`src/rtl/adder_pkg.sv`:
```
// Shared types for the chunked adder: operation modes, FSM states and a
// counter-width helper.
package adder_pkg;

   typedef enum logic [1:0] {
      MODE_ADD = 2'b00,
      MODE_SUB = 2'b01,
      MODE_ACC = 2'b10,
      MODE_CLR = 2'b11
   } mode_e;

   typedef enum logic [1:0] {
      ST_IDLE,
      ST_RUN,
      ST_DONE
   } state_e;

   // A single-slice configuration still needs a 1-bit counter.
   function automatic int cnt_width(input int n);
      return (n > 1) ? $clog2(n) : 1;
   endfunction

endpackage

```
`src/rtl/chunked_adder_if.sv`:
```
// Operand request and result handshake bundle for chunked_adder.
interface chunked_adder_if #(
   parameter int WIDTH = 16
);
   import adder_pkg::*;

   logic             in_valid;
   logic             in_ready;
   logic [WIDTH-1:0] op_a;
   logic [WIDTH-1:0] op_b;
   mode_e            mode;
   logic             out_valid;
   logic             out_ready;
   logic [WIDTH-1:0] result;
   logic             carry;
   logic             overflow;

   modport master (
      output in_valid, op_a, op_b, mode, out_ready,
      input  in_ready, out_valid, result, carry, overflow
   );

   modport slave (
      input  in_valid, op_a, op_b, mode, out_ready,
      output in_ready, out_valid, result, carry, overflow
   );

endinterface

```
`src/rtl/chunk_add.sv`:
```
// CHUNK-bit combinational slice adder; exposes the slice MSBs so the top
// level can form the signed-overflow flag on the final slice.
module chunk_add #(
   parameter int CHUNK = 4
) (
   input  logic [CHUNK-1:0] a,
   input  logic [CHUNK-1:0] b,
   input  logic             cin,
   output logic [CHUNK-1:0] sum,
   output logic             cout,
   output logic             a_msb,
   output logic             b_msb,
   output logic             sum_msb
);

   assign {cout, sum} = {1'b0, a} + {1'b0, b} + {{CHUNK{1'b0}}, cin};
   assign a_msb       = a[CHUNK-1];
   assign b_msb       = b[CHUNK-1];
   assign sum_msb     = sum[CHUNK-1];

endmodule

```
`src/rtl/chunked_adder.sv`:
```
// Multi-cycle WIDTH-bit adder/accumulator processing CHUNK bits per cycle.
// Optional feature macro: SATURATE_EN (clamp result on signed overflow).
module chunked_adder
   import adder_pkg::*;
#(
   parameter int WIDTH = 16,
   parameter int CHUNK = 4
) (
   input logic            clk,
   input logic            rst,
   chunked_adder_if.slave bus
);

   localparam int N  = WIDTH / CHUNK;
   localparam int CW = cnt_width(N);

   if (WIDTH % CHUNK != 0) begin : g_bad_cfg
      $error("chunked_adder: WIDTH must be a multiple of CHUNK");
   end

   state_e           state_q, state_d;
   mode_e            mode_q, mode_d;
   logic [CW-1:0]    cnt_q, cnt_d;
   logic [WIDTH-1:0] x_q, x_d, y_q, y_d;
   logic [WIDTH-1:0] acc_q, acc_d, result_q, result_d;
   logic             cin_q, cin_d, carry_q, carry_d, overflow_q, overflow_d;

   logic [CHUNK-1:0] slice_sum;
   logic             slice_cout, x_msb, y_msb, sum_msb, slice_ovf;
   logic [WIDTH-1:0] x_shift, y_shift, final_res;
   logic             last_slice, accept;

   chunk_add #(.CHUNK(CHUNK)) u_slice (
      .a       (x_q[CHUNK-1:0]),
      .b       (y_q[CHUNK-1:0]),
      .cin     (cin_q),
      .sum     (slice_sum),
      .cout    (slice_cout),
      .a_msb   (x_msb),
      .b_msb   (y_msb),
      .sum_msb (sum_msb)
   );

   // x doubles as the result shift register: sums enter at the top as operand bits leave.
   if (N > 1) begin : g_multi
      assign x_shift = {slice_sum, x_q[WIDTH-1:CHUNK]};
      assign y_shift = {{CHUNK{1'b0}}, y_q[WIDTH-1:CHUNK]};
   end else begin : g_single
      assign x_shift = slice_sum;
      assign y_shift = y_q;
   end

   assign slice_ovf = (x_msb == y_msb) && (sum_msb != x_msb);

   always_comb begin
      final_res = x_shift;
`ifdef SATURATE_EN
      if (slice_ovf) begin
         final_res = x_msb ? {1'b1, {(WIDTH-1){1'b0}}} : {1'b0, {(WIDTH-1){1'b1}}};
      end
`endif
   end

   assign last_slice    = (cnt_q == CW'(N - 1));
   assign bus.in_ready  = (state_q == ST_IDLE) && !rst;
   assign bus.out_valid = (state_q == ST_DONE);
   assign accept        = bus.in_valid && bus.in_ready;
   assign bus.result    = result_q;
   assign bus.carry     = carry_q;
   assign bus.overflow  = overflow_q;

   always_comb begin
      state_d    = state_q;
      mode_d     = mode_q;
      cnt_d      = cnt_q;
      x_d        = x_q;
      y_d        = y_q;
      cin_d      = cin_q;
      acc_d      = acc_q;
      result_d   = result_q;
      carry_d    = carry_q;
      overflow_d = overflow_q;

      unique case (state_q)
         ST_IDLE: begin
            if (accept) begin
               mode_d = bus.mode;
               cnt_d  = '0;
               cin_d  = (bus.mode == MODE_SUB);
               x_d    = (bus.mode == MODE_ACC) ? acc_q : bus.op_a;
               unique case (bus.mode)
                  MODE_SUB: y_d = ~bus.op_b;
                  MODE_ACC: y_d = bus.op_a;
                  default:  y_d = bus.op_b;
               endcase
               if (bus.mode == MODE_CLR) begin
                  acc_d      = '0;
                  result_d   = '0;
                  carry_d    = 1'b0;
                  overflow_d = 1'b0;
                  state_d    = ST_DONE;
               end else begin
                  state_d = ST_RUN;
               end
            end
         end
         ST_RUN: begin
            x_d   = x_shift;
            y_d   = y_shift;
            cin_d = slice_cout;
            cnt_d = last_slice ? '0 : cnt_q + CW'(1);
            if (last_slice) begin
               result_d   = final_res;
               carry_d    = slice_cout;
               overflow_d = slice_ovf;
               if (mode_q == MODE_ACC) acc_d = final_res;
               state_d = ST_DONE;
            end
         end
         ST_DONE: begin
            if (bus.out_ready) state_d = ST_IDLE;
         end
         default: state_d = ST_IDLE;
      endcase
   end

   always_ff @(posedge clk) begin
      if (rst) begin
         state_q    <= ST_IDLE;
         cnt_q      <= '0;
         acc_q      <= '0;
         result_q   <= '0;
         carry_q    <= 1'b0;
         overflow_q <= 1'b0;
      end else begin
         state_q    <= state_d;
         cnt_q      <= cnt_d;
         acc_q      <= acc_d;
         result_q   <= result_d;
         carry_q    <= carry_d;
         overflow_q <= overflow_d;
      end
   end

   // NOTE: operand and slice-carry registers are always loaded at accept before use, so they need no reset.
   always_ff @(posedge clk) begin
      x_q    <= x_d;
      y_q    <= y_d;
      cin_q  <= cin_d;
      mode_q <= mode_d;
   end

endmodule

```
`src/flat_wrapper.sv`:
```
// flat-port wrapper written by rule: the top's interface ports become plain ports
module chunked_adder_flat import adder_pkg::*;
#(
   parameter int WIDTH = 16,
   parameter int CHUNK = 4
)
  (clk, rst, bus_in_valid, bus_op_a, bus_op_b, bus_mode, bus_out_ready, bus_in_ready, bus_out_valid, bus_result, bus_carry, bus_overflow);
  chunked_adder_if #(.WIDTH(WIDTH)) bus_i ();
  input logic clk;
  input logic rst;
  input wire logic [$bits(bus_i.in_valid)-1:0] bus_in_valid;
  input wire logic [$bits(bus_i.op_a)-1:0] bus_op_a;
  input wire logic [$bits(bus_i.op_b)-1:0] bus_op_b;
  input wire logic [$bits(bus_i.mode)-1:0] bus_mode;
  input wire logic [$bits(bus_i.out_ready)-1:0] bus_out_ready;
  output wire logic [$bits(bus_i.in_ready)-1:0] bus_in_ready;
  output wire logic [$bits(bus_i.out_valid)-1:0] bus_out_valid;
  output wire logic [$bits(bus_i.result)-1:0] bus_result;
  output wire logic [$bits(bus_i.carry)-1:0] bus_carry;
  output wire logic [$bits(bus_i.overflow)-1:0] bus_overflow;
  assign bus_i.in_valid = bus_in_valid;
  assign bus_i.op_a = bus_op_a;
  assign bus_i.op_b = bus_op_b;
  assign bus_i.mode = bus_mode;
  assign bus_i.out_ready = bus_out_ready;
  assign bus_in_ready = bus_i.in_ready;
  assign bus_out_valid = bus_i.out_valid;
  assign bus_result = bus_i.result;
  assign bus_carry = bus_i.carry;
  assign bus_overflow = bus_i.overflow;
  chunked_adder #(.WIDTH(WIDTH), .CHUNK(CHUNK)) u_core (.clk(clk), .rst(rst), .bus(bus_i));
endmodule
```
`config.mk`:
```
export PLATFORM = sky130hd
export DESIGN_NAME = chunked_adder_flat
export DESIGN_NICKNAME = d
export VERILOG_FILES = /design/src/rtl/adder_pkg.sv /design/src/rtl/chunked_adder_if.sv /design/src/rtl/chunk_add.sv /design/src/rtl/chunked_adder.sv /design/src/flat_wrapper.sv
export SDC_FILE = /design/constraint.sdc
export NUM_CORES = 1
export LEC_CHECK = 0
export CAP_MARGIN = 20
export CORE_ASPECT_RATIO = 0.8
export CORE_MARGIN = 4
export CORE_UTILIZATION = 45
export DETAILED_ROUTE_END_ITERATION = 8
export GPL_TIMING_DRIVEN = 0
export PLACE_DENSITY = 0.78
export SETUP_SLACK_MARGIN = 0.02
export SLEW_MARGIN = 20
export SYNTH_ARGS = -nofsm -noshare
export SYNTH_HDL_FRONTEND = slang
export SYNTH_SLANG_ARGS = --single-unit
```
`constraint.sdc`:
```
create_clock -name clk -period 5.3 [get_ports clk]
set_input_delay 1.06 -clock clk [delete_from_list [all_inputs] [get_ports clk]]
set_output_delay 1.06 -clock clk [all_outputs]
set_load 0.02 [all_outputs]
```
Yosys cells after proc, flatten, opt, wreduce, memory -nomap -nowiden
Cells that the tools add are included.
{"block": "classes", "n_reduce_logical": 11, "eq_ne": 14, "bitwise_logic": 1, "n_mux": 29, "n_addsub": 3}
{"op": "$pmux W16 S2", "n": 5}
{"op": "$mux W16", "n": 8}
{"op": "$not A16 Y16", "n": 1}
{"op": "$mux W2", "n": 6}
{"op": "$eq A2 B2 Y1 const B", "n": 5}
{"op": "$ne A2 B1 Y1 const B", "n": 3}
{"op": "$pmux W1 S2", "n": 3}
{"op": "$pmux W2 S3", "n": 1}
{"op": "$add A4 B4 Y5", "n": 1}
{"op": "$add A5 B1 Y5", "n": 1}
{"op": "$mux W1", "n": 5}
{"op": "$reduce_and A5 Y1", "n": 1}
{"op": "$eq A2 B1 Y1 const B", "n": 2}
{"op": "$ne A2 B2 Y1 const B", "n": 2}
{"op": "$pmux W2 S2", "n": 1}
{"op": "$reduce_and A2 Y1", "n": 2}
{"op": "$reduce_and A4 Y1", "n": 1}
{"op": "$logic_and A1 B1 Y1", "n": 3}
{"op": "$reduce_and A3 Y1", "n": 1}
{"op": "$add A2 B1 Y2 const B", "n": 1}
{"op": "$logic_not A2 Y1", "n": 1}
{"op": "$reduce_bool A2 Y1", "n": 1}
{"op": "$eq A1 B1 Y1", "n": 1}
{"op": "$logic_not A1 Y1", "n": 1}
{"op": "$ne A1 B1 Y1", "n": 1}
{"block": "word_totals", "in_bits": 38, "regBits": 73, "out_inout_bits": 20}

Depth between registers and ports, before layout
{"block": "depth", "depth_word": 6, "depth_mapped": 7, "mapped_depth_nobuf": 5}

By module
A second synthesis with hierarchy kept.
{"block": "unflattened", "hier_cells": 330, "hier_area_um2": 3683.5}
{"module": "chunked_adder", "cells_each": 311, "area_each_um2": 3517.1, "n_inst": 1}
{"module": "chunk_add", "cells_each": 19, "area_each_um2": 166.4, "n_inst": 1}

Worst setup path before layout
OpenSTA, ideal clock, no wires.
{"block": "synth_timing", "path_kind": "input to register", "start": "in rst", "end": "reg u_core.cin_q, enable pin", "required_ns": 4.877, "path_stages": 3, "slack_ns": 2.238, "t_arrival_ns": 2.639, "cell_sequence": "inv_1 -> a21oi_1 -> nor2_1"}
{"block": "synth_between", "elab_chain_len": 5}
{"element": "start, declared", "line": "flat_wrapper.sv:10", "source": "input logic rst;"}
{"element": "$logic_not A1 Y1", "line": "chunked_adder.sv:65", "source": "assign bus.in_ready = (state_q == ST_IDLE) && !rst;"}
{"element": "$logic_and A1 B1 Y1", "line": "chunked_adder.sv:65"}
{"element": "$logic_and A1 B1 Y1", "line": "chunked_adder.sv:67", "source": "assign accept = bus.in_valid && bus.in_ready;"}
{"element": "$ne A2 B1 Y1 (no source line)"}
{"element": "$reduce_and A2 Y1 (no source line)"}
{"element": "end signal, assigned", "line": "chunked_adder.sv:149", "source": "cin_q <= cin_d;"}
{"element": "end, declared", "line": "chunked_adder.sv:26", "source": "logic cin_q, cin_d, carry_q, carry_d, overflow_q, overflow_d;"}
No other way between the ends.
A chain may end at the register's enable or synchronous reset.

Worst setup path in the final report
{"block": "layout_timing", "start": "in rst", "end": "out bus_in_ready"}
{"block": "layout_between", "elab_chain_len": 2}
{"element": "$logic_not A1 Y1", "line": "chunked_adder.sv:65"}
{"element": "$logic_and A1 B1 Y1", "line": "chunked_adder.sv:65"}
{"element": "end, declared", "line": "flat_wrapper.sv:16", "source": "output wire logic [$bits(bus_i.in_ready)-1:0] bus_in_ready;"}
No other way between the ends.

==> results.yml <==
worst_hold_path:
  holdCritPathClass: "flip-flop to flip-flop"
  min-delay-start: "u_core.bus.result[15]$_SDFFE_PP0P_"
grt:
  track_usage: 0.1948
  antenna_found_initial: 0
  grt_max_degree: 21
  overflow: 0
  first_global_vias: 2647
  grt_pass1_wl_um: 13830
synth:
  syn_nets: 373
  yosysSeqAreaShare: 0.5146
  synth_cells: 326
  synth_mux_area_frac: 0.08387
  synth_seq_cells: 73
  synth-compound-area-share: 0.1944
  synth_top_family_by_area: "compound AO/OA/AOI/OAI gates"
  netlist_area_mm2: 0.003521
  synth_area_leaders: "edfxtp_1 (30%), dfxtp_1 (22%), a21oi_1 (5.0%), mux2i_1 (4.5%), a221oi_1 (4.0%)"
  avgSynthCellArea_um2: 10.80
  synth_top_area_cell: "edfxtp_1"
  synth_simple_gate_area_frac: 0.09701
  ys_types: 39
  synth_top_cell_area_share: 0.2985
  yosysWarnings: 0
  synth_fa_ha_area_frac: 0.03625
  synth-xor-area-share: 0.007463
pwr:
  swShare: 0.2862
  p_comb_frac: 0.182
  ir_drop_uv: 151.4
  leakagePower_nw: 1.657
  clkPwrFrac: 0.299
  pwr_density_cell_mw_per_mm2: 289.1
  p_seq_frac: 0.519
  p_sw_w: 0.0003662
  p_int_w: 0.0009134
detailed_routing:
  vias: 2764
  wl_per_cell_um: 17.10
  drtIter0Drc: 280
  totalWireLength_um: 8634
  viasPerCell: 5.473
  drc: 0
  first_pass_iters: 5
  ant_nets: 0
sta:
  hold_viol: 0
  period_share: 0.6729
  rsz0062_at_grt: "false"
  max_slew_margin: 0.6515
  max_freq_ghz: 0.2804
  setup_viol_count_final: 0
  fin_crit_ns: 3.566
  fin_skew_ns: 0.009885
  tightest_slew_ns: 0.5227
  finalHoldWorstSlack_ns: 0.4491
  setup_tns_ns: 0
  timing.final.max_slew_violations: 0
cts:
  cts_buffers: 9
  clk_pin_slew_ns: 0.07
  cts_tree: "done"
  post-cts-setup-buffer-count: 0
  post_cts_resized: 0
  cts-hold-fix-buffers: 0
  cts_sinks: 73
  clock_latency_ns: 0.35
  clk_path_buf_depth: 2
  h-tree-depth: 3
  cts_root_buf: "clkbuf_8"
die:
  pin_count: 58
  die_height_um: 87.12
  dieWidth_um: 106.9
  start_util: 0.4696
  core_mm2: 0.007497
  die_area_mm2: 0.009312
  rows: 28
setup_path:
  path_delay_family: "buffers and inverters"
  r2r_start: "u_core.y_q[0]$_DFFE_PP_"
  worst_setup_path_end_kind: "primary output"
  cpPeakStageDelay_ns: 0.67
  crit_path_frequent_cell: "clkdlybuf4s50_1"
  cp_cell_sequence: "clkdlybuf4s50_1 > nor3_4 > clkdlybuf4s50_1"
  crit_buf_inv: 2
  cp.required_ns: 4.24
  worstSetupPathType: "input pin to primary output"
  path_max_fanout: 4
  cp-startpoint: "rst"
  startpoint_type: "input pin"
  crit_arrival_ns: 2.51
  cp_slowest_cell: "clkdlybuf4s50_1"
cells_and_area:
  fillCellCount: 668
  area_growth_pct: 25.73
  insertedDiodeCount: 0
  fin_nets: 442
  drive_above_1_share: 0.1075
placement:
  hpwl_um: 6630
  io_buffer_count: 57
  gp_congestion: 0.8308
run_status:
  status: "finished, final reports clean"
run:
  max_cap_viol_count: 0
logic make-up after synthesis:
| kind of cell | Yosys count |
|---|---|
| muxes | 28 |
| AOI/OAI and AO/OA | 98 |
| xor gates and xnor gates | 3 |
| buffers and inverters | 45 |
| adders and majority gates | 9 |
| and+or+nand+nor | 70 |
| DFF | 73 |
metrics by stage:
| step | utilization | worst slack (ns) | cells | power [W] | instance area, µm² |
|---|---|---|---|---|---|
| 2_1_floorplan | - | 2.238 | 326 | 0.0008108 | 3521 |
| 3_3_place_gp | 0.5633 | 1.018 | 488 | 0.0008933 | 4223 |
| 3_5_place_dp | 0.5679 | 1.741 | 489 | 0.0009084 | 4258 |
| 4_1_cts | 0.5905 | 1.731 | 505 | 0.001283 | 4427 |
| 5_1_grt | 0.5905 | 1.657 | 505 | 0.001342 | 4427 |
| 6_report | 0.5905 | 1.734 | 505 | 0.001280 | 4427 |
worst paths after layout:
| kind | end | slack (ns) | cells past startpoint |
|---|---|---|---|
| setup / recovery | bus_in_ready | 1.73 | 3 |
| setup reg to reg | u_core.cin_q$_DFFE_PP_ | 3.22 | 5 |
| hold / removal | u_core.bus.result[15]$_SDFFE_PP0P_ | 0.45 | 2 |
| hold reg to reg | u_core.bus.result[15]$_SDFFE_PP0P_ | 0.45 | 2 |
worst reg2reg max path: cells and delay by family, from the launching register on:
family                   cells  cell delay, ns
AO/OA/AOI/OAI                3            0.51
adder cells (fa/ha/maj)      2            0.88
flip-flops                   1            0.44
state kept, by name (all words and copies together) (netlist names):
signal               cells
u_core.bus.overflow      1
u_core.mode_q            2
u_core.acc_q            16
u_core.x_q              16
u_core.bus.result       16
u_core.cnt_q             2
u_core.cin_q             1
u_core.state_q           2
u_core.y_q              16
u_core.bus.carry         1
cell type report:
cell class / count / area [µm²] / area share
plain buffers: 26 / 162.7 / 0.03674
clock buffers: 10 / 127.6 / 0.02883
clock inverters: 6 / 41.29 / 0.009327
inverters: 19 / 71.32 / 0.01611
multi-input cells: 208 / 1483 / 0.3349
flip-flops and latches: 73 / 1812 / 0.4093
well taps: 105 / 131.4 / 0.02968
repair buffers: 58 / 598.1 / 0.1351
routing by layer:
layer,part of all wire,vias to the layer above,global-route usage,routed length (µm)
li1,-,1333,-,-
met1,0.44,1274,0.2705,3786
met2,0.45,142,0.2977,3919
met3,0.091,15,0.05263,787
met4,0.016,0,0.06272,141
met5,0,-,0,0
cell usage in the layout (no fill, tap or decap), types with 2 or more instances in the layout:
master / instances
a21o_1: 2
clkinv_2: 2
nand2b_1: 2
a221oi_1: 16
nand2_1: 37
nand3_1: 15
mux2i_1: 16
a22o_1: 15
a211oi_1: 5
ha_1: 7
edfxtp_1: 35
o21ai_1: 15
nor2_1: 4
fa_1: 2
o21ai_0: 4
clkbuf_8: 9
mux2_1: 12
xor2_1: 3
a21oi_1: 35
nor2b_1: 3
buf_2: 10
clkbuf_1: 9
dfxtp_1: 38
and2_1: 2
clkdlybuf4s50_1: 57
buf_6: 4
buf_4: 2
inv_1: 19
power by group through the flow:
stage	registers [W]	logic (W)	clock network (W)
2_1_floorplan	0.000667	0.000144	0
3_3_place_gp	0.000676	0.000217	0
3_5_place_dp	0.000677	0.000232	0
4_1_cts	0.000664	0.000233	0.000386
5_1_grt	0.000667	0.000253	0.000422
6_report	0.000664	0.000233	0.000382
Yosys cell counts:
| cell type | instances |
|---|---|
| inv_1 | 19 |
| buf_2 | 10 |
| a21o_1 | 2 |
| buf_8 | 1 |
| a22o_1 | 15 |
| o21ai_0 | 4 |
| a21oi_2 | 1 |
| nand3_1 | 15 |
| mux2_1 | 12 |
| nor2b_1 | 3 |
| clkbuf_1 | 8 |
| o21ai_1 | 15 |
| o311a_1 | 1 |
| nand2_1 | 37 |
| fa_1 | 2 |
| buf_6 | 4 |
| nor3_4 | 1 |
| dfxtp_1 | 38 |
| o31ai_1 | 1 |
| mux2i_1 | 16 |
| a21oi_1 | 35 |
| a221oi_1 | 16 |
| a211oi_1 | 5 |
| nor2_2 | 1 |
| xor2_1 | 3 |
| edfxtp_1 | 35 |
| nand3b_4 | 1 |
| nor2_1 | 5 |
| o2bb2a_4 | 1 |
| nor3_1 | 1 |
| o2bb2ai_4 | 1 |
| nand2b_1 | 2 |
| and2_1 | 2 |
| nand3_2 | 1 |
| o32ai_2 | 1 |
| clkbuf_4 | 1 |
| and2b_1 | 1 |
| ha_1 | 7 |
| buf_4 | 2 |
(Power assumes the default switching activity.)
